## src/rtl/ballot_pkg.sv

```systemverilog
// Shared types and helpers for the ballot front end.
// Holds the FSM state encoding, button count and candidate code width.
package ballot_pkg;

    localparam int NUM_BTN = 4;
    localparam int CAND_W  = 2;

    typedef enum logic [1:0] {
        IDLE,
        ARMED,
        CAST,
        WAIT_REL
    } state_t;

    // The highest set bit wins. The FSM only calls this when exactly one bit is set.
    function automatic logic [CAND_W-1:0] btn_index(input logic [NUM_BTN-1:0] v);
        btn_index = '0;
        for (int i = 0; i < NUM_BTN; i++) begin
            if (v[i]) btn_index = CAND_W'(i);
        end
    endfunction

    function automatic logic is_onehot(input logic [NUM_BTN-1:0] v);
        return (v != '0) && ((v & (v - NUM_BTN'(1))) == '0);
    endfunction

endpackage

```

## src/rtl/btn_debounce.sv

```systemverilog
// Per-button conditioning: a 2-flop synchroniser feeds a debounce counter. The module emits the debounced level and a rise pulse.
// Latency: the level follows a stable raw input after 2 + DEBOUNCE_CYCLES cycles. There is no backpressure.
module btn_debounce #(
    parameter int DEBOUNCE_CYCLES = 16
) (
    input  logic clk,
    input  logic reset,
    input  logic raw,
    output logic level,
    output logic rise
);

    localparam int CNT_W = (DEBOUNCE_CYCLES > 2) ? $clog2(DEBOUNCE_CYCLES) : 1;
    localparam logic [CNT_W-1:0] CNT_MAX = CNT_W'(DEBOUNCE_CYCLES - 1);

    logic             sync1;
    logic             sync2;
    logic             level_q;
    logic [CNT_W-1:0] cnt;

    always_ff @(posedge clk or posedge reset) begin
        if (reset) begin
            sync1   <= 1'b0;
            sync2   <= 1'b0;
            level   <= 1'b0;
            level_q <= 1'b0;
            cnt     <= '0;
        end else begin
            sync1   <= raw;
            sync2   <= sync1;
            level_q <= level;
            // Any sample that agrees with the current level restarts the count.
            if (sync2 == level) begin
                cnt <= '0;
            end else if (cnt == CNT_MAX) begin
                level <= sync2;
                cnt   <= '0;
            end else begin
                cnt <= cnt + CNT_W'(1);
            end
        end
    end

    assign rise = level & ~level_q;

endmodule

```

## src/rtl/ballot_unit.sv

```systemverilog
// Voter front end: debounces four buttons and allows one vote per officer authorisation.
// vote is strobed one cycle after a single debounced press while armed. Multi-button presses and abandoned ballots are rejected.
import ballot_pkg::*;

module ballot_unit #(
    parameter int DEBOUNCE_CYCLES = 16,
    parameter int TIMEOUT_CYCLES  = 1000000,
    parameter int CAST_CNT_W      = 8
) (
    input  logic                  clk,
    input  logic                  reset,
    input  logic                  ballot_issue,
    input  logic [NUM_BTN-1:0]    btn,
    output logic [CAND_W-1:0]     candidate,
    output logic                  vote,
    output logic                  ready,
    output logic                  invalid,
    output logic                  timeout,
    output logic [CAST_CNT_W-1:0] ballots_cast
);

    localparam int TCNT_W = (TIMEOUT_CYCLES > 2) ? $clog2(TIMEOUT_CYCLES) : 1;
    localparam logic [TCNT_W-1:0] TCNT_MAX = TCNT_W'(TIMEOUT_CYCLES - 1);

    logic [NUM_BTN-1:0] levels;
    logic [NUM_BTN-1:0] rises;
    logic [TCNT_W-1:0]  tcnt;
    state_t             state;

    for (genvar i = 0; i < NUM_BTN; i++) begin : g_btn
        btn_debounce #(.DEBOUNCE_CYCLES(DEBOUNCE_CYCLES)) u_deb (
            .clk   (clk),
            .reset (reset),
            .raw   (btn[i]),
            .level (levels[i]),
            .rise  (rises[i])
        );
    end

    always_ff @(posedge clk or posedge reset) begin
        if (reset) begin
            state        <= IDLE;
            tcnt         <= '0;
            candidate    <= '0;
            vote         <= 1'b0;
            ready        <= 1'b0;
            invalid      <= 1'b0;
            timeout      <= 1'b0;
            ballots_cast <= '0;
        end else begin
            vote    <= 1'b0;
            invalid <= 1'b0;
            timeout <= 1'b0;
            case (state)
                IDLE: begin
                    tcnt <= '0;
                    if (ballot_issue) begin
                        state <= ARMED;
                        ready <= 1'b1;
                    end
                end
                ARMED: begin
                    // A valid press takes priority over an expiring timer.
                    if (is_onehot(rises)) begin
                        state     <= CAST;
                        ready     <= 1'b0;
                        vote      <= 1'b1;
                        candidate <= btn_index(rises);
                        if (ballots_cast != '1) begin
                            ballots_cast <= ballots_cast + CAST_CNT_W'(1);
                        end
                    end else begin
                        if (rises != '0) invalid <= 1'b1;
                        if (tcnt == TCNT_MAX) begin
                            state   <= IDLE;
                            ready   <= 1'b0;
                            timeout <= 1'b1;
                        end else begin
                            tcnt <= tcnt + TCNT_W'(1);
                        end
                    end
                end
                CAST: begin
                    state <= WAIT_REL;
                end
                WAIT_REL: begin
                    if (levels == '0) state <= IDLE;
                end
                default: begin
                    state <= IDLE;
                    ready <= 1'b0;
                end
            endcase
        end
    end

endmodule

```

## config.mk

```make
export PLATFORM = sky130hd
export DESIGN_NAME = ballot_unit
export DESIGN_NICKNAME = d
export VERILOG_FILES = /design/src/rtl/ballot_pkg.sv /design/src/rtl/btn_debounce.sv /design/src/rtl/ballot_unit.sv
export SDC_FILE = /design/constraint.sdc
export NUM_CORES = 1
export LEC_CHECK = 0
export CORE_MARGIN = 4
export CORE_UTILIZATION = 63
export DETAILED_ROUTE_END_ITERATION = 10
export PLACE_DENSITY_LB_ADDON = 0.3
export SYNTH_ARGS = -nofsm -noshare
export SYNTH_HDL_FRONTEND = slang
export SYNTH_SLANG_ARGS = --single-unit
export TNS_END_PERCENT = 10
```

## constraint.sdc

```tcl
create_clock -name clk -period 3.5 [get_ports clk]
set_clock_uncertainty 0.05 [all_clocks]
set_input_delay 0.35 -clock clk [delete_from_list [all_inputs] [get_ports clk]]
set_output_delay 0.35 -clock clk [all_outputs]
set_load 0.05 [all_outputs]
```

Word level (Yosys, flattened, before mapping) --
Index checks and enable logic that the tools add are counted.
Operators by class: $add $sub $neg 7, multiply operators 0, div/mod/pow operators 0, order comparisons 0, eq/ne operators 18, shifts and indexed selects 0, mux-type cells 31, bitwise gates (word level) 13, reductions and logical operators 15
Operators by type and width (number):
- $mux W20 | 2
- $pmux W20 S2 | 1
- $mux W4 | 8
- $add A20 B1 Y20 const B | 1
- $eq A20 B20 Y1 const B | 1
- $add A4 B1 Y4 const B | 4
- $eq A4 B4 Y1 const B | 4
- $mux W1 | 12
- $mux W2 | 6
- $reduce_and A3 Y1 | 4
- $reduce_and A2 Y1 | 5
- $add A8 B1 Y8 const B | 1
- $logic_not A4 Y1 | 2
- $ne A2 B2 Y1 const B | 4
- $ne A8 B8 Y1 const B | 1
- $not A1 Y1 | 8
- $pmux W2 S4 | 1
- $and A1 B1 Y1 | 4
- $and A4 B4 Y4 | 1
- $eq A1 B1 Y1 | 4
- $eq A2 B2 Y1 const B | 2
- $reduce_bool A4 Y1 | 1
- $sub A4 B1 Y4 const B | 1
- $ne A3 B3 Y1 const B | 1
- other kinds (5) | 5
Storage, ports and cells: bits in registers 68, latch bits 0, memory bits (writable) 0, bits in read-only memories 0, input port bits 7, output and inout bits 14, logic and storage cells 112, memories 0

Logic depth before layout (Yosys ltp) --
Gate-level depths: netlist of run 1.
depth in word-level cells 8, gate-level depth with buffers 9, mapped depth without buffers 7

Modules after synthesis --
Synthesis of run 1 repeated with hierarchy kept, for this count alone.
Second synthesis, totals: cells, all modules 314, area total of the unflattened synthesis 3458.3 um2
By module, submodules not included:
- ballot_unit | instances 1, cells an instance 230, area each 2237.1 um2, seq. area each 900.9 um2
- btn_debounce | instances 4, cells an instance 21, area each 305.3 um2, seq. area each 200.2 um2

Worst setup path after synthesis of run 1 --
No wires, ideal clock.
path kind reg-to-reg, from register tcnt[0], to register tcnt[10], library setup time 0.078 ns, data arrival time 1.960 ns, required time 3.372 ns, slack 1.412 ns, stages on the path, launching flop included 9, buffers on the path 1, clock period less this slack 2.088 ns, cells stage by stage dfrtp_1 ha_1 and3_1 nand4_1 o41ai_4 a21o_1 buf_6 or4_1 a21oi_1
On the way: cells in the longest elaborated chain, start to end 4, elaborated cells on any way between the ends 7, classes of those cells add/sub (1); eq/ne (2); mux (3); reduce/logical (1)
RTL lines:
- start: declaration | line ballot_unit.sv:27 | logic [TCNT_W-1:0] tcnt;
- start signal: assignment | line ballot_unit.sv:79 | tcnt <= tcnt + TCNT_W'(1);
- $add A20 B1 Y20 | line ballot_unit.sv:79
- $mux W20 | line ballot_unit.sv:74 | if (tcnt == TCNT_MAX) begin
- $mux W20 | line ballot_unit.sv:64 | if (is_onehot(rises)) begin
- $pmux W20 S2 | line ballot_unit.sv:54 | case (state)
Parallel ways exist; a longest one is shown, timed or not. The select of a mux whose other input is x is not followed. A chain may end at the register's enable or synchronous reset.

Worst setup path after layout of run 1 --
from register g_btn[3].u_deb.level, to register tcnt[11]
On the way: cells in the longest elaborated chain, start to end 7, elaborated cells on any way between the ends 8, classes of those cells add/sub (1); eq/ne (1); bitwise (2); reduce/logical (4)
RTL lines:
- start: declaration | line btn_debounce.sv:9 | output logic level,
- start signal: assignment | line btn_debounce.sv:36 | level <= sync2;
- $and A1 B1 Y1 * | line btn_debounce.sv:44 | assign rise = level & ~level_q;
- $sub A4 B1 Y4 | line ballot_pkg.sv:24 | return (v != '0) && ((v & (v - NUM_BTN'(1))) == '0);
- $and A4 B4 Y4 | line ballot_pkg.sv:24
- $logic_not A4 Y1 | line ballot_pkg.sv:24
- $logic_and A1 B1 Y1 * | line ballot_pkg.sv:24
- $ne A2 B2 Y1 (no source line) *
- $reduce_and A3 Y1 (no source line) *
Every way passes the cells marked *; elsewhere a longest branch is shown, timed or not.

==> results by group, run 1 <==
Timing
  • Setup TNS: 0 ns
  • Final setup vio count: 0
  • Worst-Margin Slew: 0.875 ns
  • Slew Viols, Final: 0
  • Unrepaired setup endpoints after global routing: no
  • Tcrit/Tclk final: 68.3%
  • Min Tclk post-route: 2.39 ns
  • Slew headroom: 41.5%
  • Fin. Hold Viols: 0
  • Max Freq: 418 MHz

CTS
  • Max Root-Sink Buffers: 2
  • TritonCTS clock tree: done
  • Post-CTS Setup Bufs: 0
  • H-Tree Depth: 3
  • Sink Count: 68
  • Clock latency on the worst-skew pair: 0.34 ns
  • Worst-path clk slew: 0.07 ns
  • Clk root buf: clkbuf_8
  • Post_cts resized: 0
  • Cts hold-fix bufs: 0
  • Total CTS buffers: 9

Cells and area
  • # diodes: 0
  • Commonest non-fill, non-tap cells in the layout: dfrtp_1 (68), a21oi_1 (25), clkdlybuf4s50_1 (20)
  • Synth-to-layout area growth: 14.7%
  • Final non-filler cell area: 0.00357 sq mm
  • Final net count: 319
  • Fraction of layout cells with a size suffix above 1: 9.32%
  • Most common cell after layout, fill and taps aside: dfrtp_1

Power and ir drop
  • Comb power frac: 12.6%
  • Switch share: 25.9%
  • Leak pwr: 1.55 nW
  • Net switching power: 0.000468 W
  • VDD IR max: 0.430 mV
  • Int Pwr: 0.00134 W
  • Power per cell area: 507 mW/mm^2
  • Seq pwr share: 48.8%
  • Clk pwr share: 38.6%

Floorplan
  • IO Pins: 21
  • Die area: 0.00612 sq mm
  • Std cell rows: 25
  • Chip height: 78.3 um
  • Die width: 78.3 um
  • Initial Util: 65.4%
  • Core footprint: 0.00475 sq mm

Yosys
  • FF+latch count, synth: 68
  • Count of flip-flops with a built-in enable after synthesis: 0
  • Syn avg cell area: 11.0 sq um
  • Sequential share of the synthesized area: 54.7%
  • Main synth FF type: dfrtp_1
  • Post-synthesis async set-or-reset flop share: 100%
  • Gate Count Post-Synth: 282
  • Post-Syn Area: 0.00311 sq mm
  • Synth warnings: 0
  • Post-synth cell types: 45
  • Mapped Nets: 295

Min path
  • Hold crit path type: reg2reg
  • Hold Path Stages: 0

Setup path
  • Reg2Reg Setup Slack: 1.11 ns
  • Crit path DAT: 2.61 ns
  • Worst Path Required: 3.72 ns
  • Reg2reg path depth: 6
  • Critical path's slowest cell: or4_1
  • CP peak stage delay: 0.58 ns
  • Crit Path Max Fanout: 20
  • Critical path class: reg2reg
  • Worst-path cell chain: nand2b_1, xnor2_4, o311ai_4, a21o_1, or4_1, a21oi_1
  • CP Capture Type: flip-flop
  • Startpoint Class: flip-flop

GRT
  • Initial antenna violation count: 0
  • Total grt overflow: 0
  • First-pass GRT wire length: 9.79 mm
  • Largest net degree at the start of global routing: 69
  • Vias in the first global route: 2,180
  • Gr usage total: 20.5%

Run status
  • Status: completed

Drt
  • Via density: 5.83
  • WL final: 5.51 mm
  • Antenna viol nets, final: 0
  • Vias: 2,202
  • DRT Pass-1 Iters: 5
  • Routed length per placed instance: 14.6 um
  • Initial DRC count: 201
  • DRC errors left: 0

Placed design
  • DP HPWL: 3.74 mm
  • Final GP Congestion: 0.848
  • Dpl cell area: 0.00335 sq mm
  • Port bufs: 20

Run
  • Max Cap Viol: 0
routing by layer:
layer,wire length [um],vias up,share of wire (%),global-route usage [%]
met5,0,-,0,0
met4,109,0,2.0,8.74
met3,294,11,5.3,6.77
met2,2750,53,50,34.3
met1,2350,1069,43,24.3
li1,-,1069,-,-
power groups by stage:
stage,registers [W],clock network (W),logic [W]
2_1_floorplan,0.000884,0,0.000175
3_3_place_gp,0.000892,0,0.000223
3_5_place_dp,0.000896,0,0.000227
4_1_cts,0.000881,0.000712,0.000229
5_1_grt,0.000892,0.000746,0.000262
6_report,0.000882,0.000697,0.000228
state kept, by name (all words and copies together) (netlist names), named ones only:
register and flops:
g_btn.u_deb.cnt 16, tcnt 20, vote 1, g_btn.u_deb.sync1 4
g_btn.u_deb.sync2 4, ballots_cast 8, invalid 1, g_btn.u_deb.level 4
timeout 1, candidate 2, g_btn.u_deb.level_q 4, state 1
ready 1
synthesized netlist by cell type, drive strengths merged, types with 2 or more instances:
cell | n | share of area (%)
dfrtp | 68 | 55
a21oi | 25 | 4.0
nor2 | 19 | 2.3
xnor2 | 17 | 5.4
nand2 | 16 | 1.9
o21ai | 12 | 1.9
nand3 | 11 | 1.8
inv | 10 | 1.2
nand4 | 10 | 2.0
buf | 7 | 1.7
nor2b | 7 | 1.4
a31oi | 6 | 1.2
ha | 6 | 2.4
nand2b | 6 | 1.2
and3 | 5 | 1.0
mux2 | 5 | 1.8
or4 | 5 | 1.2
nand4b | 4 | 1.1
nor3b | 4 | 0.97
o31ai | 4 | 0.97
or3 | 4 | 0.80
a22o | 3 | 0.85
nor4 | 3 | 0.60
a2111oi | 2 | 0.76
a21o | 2 | 0.48
and2 | 2 | 0.40
clkbuf | 2 | 0.24
nand3b | 2 | 0.48
nor3 | 2 | 0.32
or2 | 2 | 0.40
xor2 | 2 | 0.56
critical path, delay by kind of cell, from the launching register on:
kind / cells / cell delay [ns]
compound gates: 3 / 0.75
xor+xnor: 1 / 0.25
simple gates: 2 / 0.84
flops: 1 / 0.42
path summary, 6_finish.rpt:
kind	startpoint	endpoint
setup / recovery	g_btn[3].u_deb.level	tcnt[11]
hold / removal	g_btn[3].u_deb.sync1	g_btn[3].u_deb.sync2
setup reg to reg	g_btn[3].u_deb.level	tcnt[11]
hold reg to reg	g_btn[3].u_deb.sync1	g_btn[3].u_deb.sync2
max in group asynchronous	reset	ballots_cast[3]
min in group asynchronous	reset	g_btn[1].u_deb.sync1
through the flow:
stage	setup slack [ns]	total power [W]	utilization [%]	hold slack (ns)	instances
3_3_place_gp	1.25	0.00111	70.4	0.283	362
4_1_cts	1.11	0.00182	75.0	0.302	378
3_5_place_dp	1.15	0.00112	70.4	0.286	362
2_1_floorplan	1.39	0.00106	-	0.281	282
5_1_grt	0.945	0.00190	75.0	0.313	378
6_report	1.11	0.00181	75.0	0.300	378
logic make-up (layout without fill, tap and decap cells):
logic type,after synthesis,count (layout),synth area share (%)
fa+ha+maj,7,7,2.74
compound gates,58,58,12.5
mux,6,6,2.13
simple gates,105,105,18.8
buf+inv,19,48,3.14
flops,68,68,54.7
xor+xnor,19,19,5.96
final cells by class:
| class | instances | area, sq um |
|---|---|---|
| clock buffers | 12 | 145 |
| clock inverters | 4 | 72.6 |
| fillers | 347 | 1190 |
| inverters | 10 | 37.5 |
| multi-input cells | 195 | 1310 |
| flip-flops and latches | 68 | 1700 |
| well taps | 67 | 83.8 |
| repair buffers | 22 | 215 |
No activity file was read; power rests on OpenSTA's default activity.
==> run 2: changes to the inputs <==
--- a/config.mk
+++ b/config.mk
@@ -6,7 +6,7 @@
 export NUM_CORES = 1
 export LEC_CHECK = 0
 export CORE_MARGIN = 4
-export CORE_UTILIZATION = 63
+export CORE_UTILIZATION = 53
 export DETAILED_ROUTE_END_ITERATION = 10
 export PLACE_DENSITY_LB_ADDON = 0.3
 export SYNTH_ARGS = -nofsm -noshare
==> constraint.sdc (replaced) <==
create_clock -name clk -period 2.01 [get_ports clk]
set_clock_uncertainty 0.05 [all_clocks]
set_input_delay 0.201 -clock clk [delete_from_list [all_inputs] [get_ports clk]]
set_output_delay 0.201 -clock clk [all_outputs]
set_load 0.05 [all_outputs]
==> results by group, run 2 (same netlist as run 1, synthesis figures left out) <==
Drt
  • Routed length per placed instance: 16.0 um (+9.7%)
  • Initial DRC count: 149 (-26%)
  • Antenna viol nets, final: 0 (unchanged)
  • DRC errors left: 0 (unchanged)
  • WL final: 6.98 mm (+27%)
  • Vias: 2,487 (+13%)
  • Via density: 5.70 (-2.1%)
  • DRT Pass-1 Iters: 5 (unchanged)

Cells and area
  • Most common cell after layout, fill and taps aside: dfrtp_1
  • Synth-to-layout area growth: 31.6%
  • # diodes: 0 (unchanged)
  • Non-filler instance count after layout: 436 (+15%)
  • Fraction of layout cells with a size suffix above 1: 26.1% (+17 points)
  • Reg area: 0.00170 sq mm (unchanged)
  • Most flop-heavy register: tcnt
  • Commonest non-fill, non-tap cells in the layout: dfrtp_1 (68), buf_4 (49), a21oi_1 (24)
  • Area of the multi-input gates: 0.00141 sq mm (+7.3%)
  • Max reg flops: 20 (unchanged)
  • Final net count: 372 (+17%)
  • Biggest regs: tcnt x20, g_btn.u_deb.cnt x16, ballots_cast x8
  • Fill count: 394 (+14%)

CTS
  • Max Root-Sink Buffers: 2 (unchanged)
  • Worst-path clk slew: 0.07 ns (about the same)
  • Sink Count: 68 (unchanged)
  • TritonCTS clock tree: done
  • H-Tree Depth: 3 (unchanged)
  • Clock latency on the worst-skew pair: 0.35 ns (about the same)
  • Clk root buf: clkbuf_8
  • Total CTS buffers: 9 (unchanged)

GRT
  • First-pass GRT wire length: 11.6 mm (+19%)
  • Largest net degree at the start of global routing: 28 (-59%)
  • Gr usage total: 20.5% (-0.075 points)
  • Total grt overflow: 0 (unchanged)
  • Vias in the first global route: 2,629 (+21%)
  • Initial antenna violation count: 0 (unchanged)

Placed design
  • Inst Count DP: 412 (+14%)
  • Post-Place Worst Slack: -0.195 ns (-1.35 ns)
  • DP HPWL: 4.62 mm (+24%)
  • Port bufs: 20 (unchanged)
  • Final GP Congestion: 0.857 (+1.0%)

Setup path
  • Reg2reg start: tcnt[1]
  • Critical R2R Capture: tcnt[15]
  • Worst Path Required: 2.20 ns (-1.52 ns)
  • Reg2Reg Setup Slack: -0.05 ns (-1.16 ns)
  • CP peak stage delay: 0.41 ns (-0.17 ns)
  • CP Capture Type: flip-flop
  • CP delay by family, top: compound AO/OA/AOI/OAI gates
  • Cell mode on critical path: buf_4
  • Critical path's slowest cell: o41ai_4
  • Startpoint Class: flip-flop
  • Critical path class: reg2reg
  • Worst path bufs/invs: 2 (+2)
  • Crit Path Max Fanout: 4 (-80%)
  • Crit path DAT: 2.25 ns (-0.36 ns)
  • Reg2reg path depth: 9 (+3)
  • Worst-path cell chain: ha_2, and3_4, nand4_1, o41ai_4, buf_4, buf_4, a2111oi_4, xnor2_1, nor2_1

Power and ir drop
  • Leak pwr: 1.84 nW (+19%)
  • Power per cell area: 819 mW/mm^2 (+62%)
  • Tot Pwr: 0.00335 W (+85%)
  • VDD IR max: 0.515 mV (+20%)

Floorplan
  • Chip height: 84.6 um (+8.1%)
  • Std cell rows: 27 (+8.0%)
  • Initial Util: 55.4% (-10 points)
  • IO Pins: 21 (unchanged)
  • Die width: 84.6 um (+8.1%)
  • Core footprint: 0.00561 sq mm (+18%)
  • Die area: 0.00716 sq mm (+17%)

Timing
  • Tcrit/Tclk final: 103% (+34 points)
  • Final WS setup: -0.0521 ns (-1.16 ns)
  • Slew headroom: 66.2% (+25 points)
  • WHS: 0.137 ns (-0.163 ns)
  • Final setup vio count: 13 (+13)
  • Min Tclk post-route: 2.06 ns (-0.328 ns)
  • Max Freq: 485 MHz (+16%)
  • Worst-Margin Slew: 0.505 ns (-0.369 ns)
  • Unrepaired setup endpoints after global routing: yes
  • Fin. Hold Viols: 0 (unchanged)
  • Setup TNS: -0.420 ns (-0.420 ns)
  • Slew Viols, Final: 0 (unchanged)

Run
  • Max Cap Viol: 0 (unchanged)

Run status
  • Status: finished with violations
  • Violated checks: negative setup slack

Min path
  • Hold crit path type: in2async
run 2: cell types whose count changed in the layout (fill, tap and decap cells not counted), sizes merged:
cell and change:
clkbuf -2, clkinv +1, buf +52, clkinvlp +1, a21o +1
run 2: worst max-delay path by stage:
stage / startpoint / to / slack (ns) / depth (start not counted)
4_1_cts: tcnt[0] / tcnt[11] / -0.04 / 7
5_1_grt: tcnt[8] / tcnt[12] / -0.18 / 8
3_5_place_dp: g_btn[2].u_deb.level_q / tcnt[10] / -0.19 / 6
6_report: tcnt[1] / tcnt[15] / -0.05 / 9
3_3_place_gp: g_btn[2].u_deb.level_q / tcnt[14] / -0.17 / 6
2_1_floorplan: tcnt[0] / tcnt[10] / -0.02 / 8
run 2: routing by layer:
layer  global-route usage (%)  vias up  share of wire [%]
li1                         -     1169                  -
met1                     23.0     1238                 40
met2                     34.9       68                 53
met3                     6.67       12                5.6
met4                     10.1        0                1.6
met5                        0        -                  0
run 2: stage by stage:
step,cell area [sq um],utilization [%]
6_report,4090,73.0
3_5_place_dp,3730,66.5
4_1_cts,4000,71.3
2_1_floorplan,3120,-
3_3_place_gp,3730,66.5
5_1_grt,4090,73.0
run 2: area by class of cell:
type	instances	area share [%]
inverter	10	0.917
clock inverter	6	2.17
tap	72	2.20
clock buffer	10	3.12
sequential	68	41.6
timing repair buffer	74	15.7
multi-input combinational	196	34.3
run 2: where the power goes:
part | switching (W) | leakage (nW) | internal, W
Sequential | 0.0000669 | 0.908 | 0.00145
Combinational | 0.000330 | 0.833 | 0.000286
Clock | 0.000523 | 0.102 | 0.000698
run 2: what timing repair did:
action	CTS	global route
hold buffers	0	0
endpoints found under the hold margin	0	0
buffers inserted	2	5
setup endpoints to repair	26	22
cloned	0	1
resized for setup	10	8
pin swaps	3	11
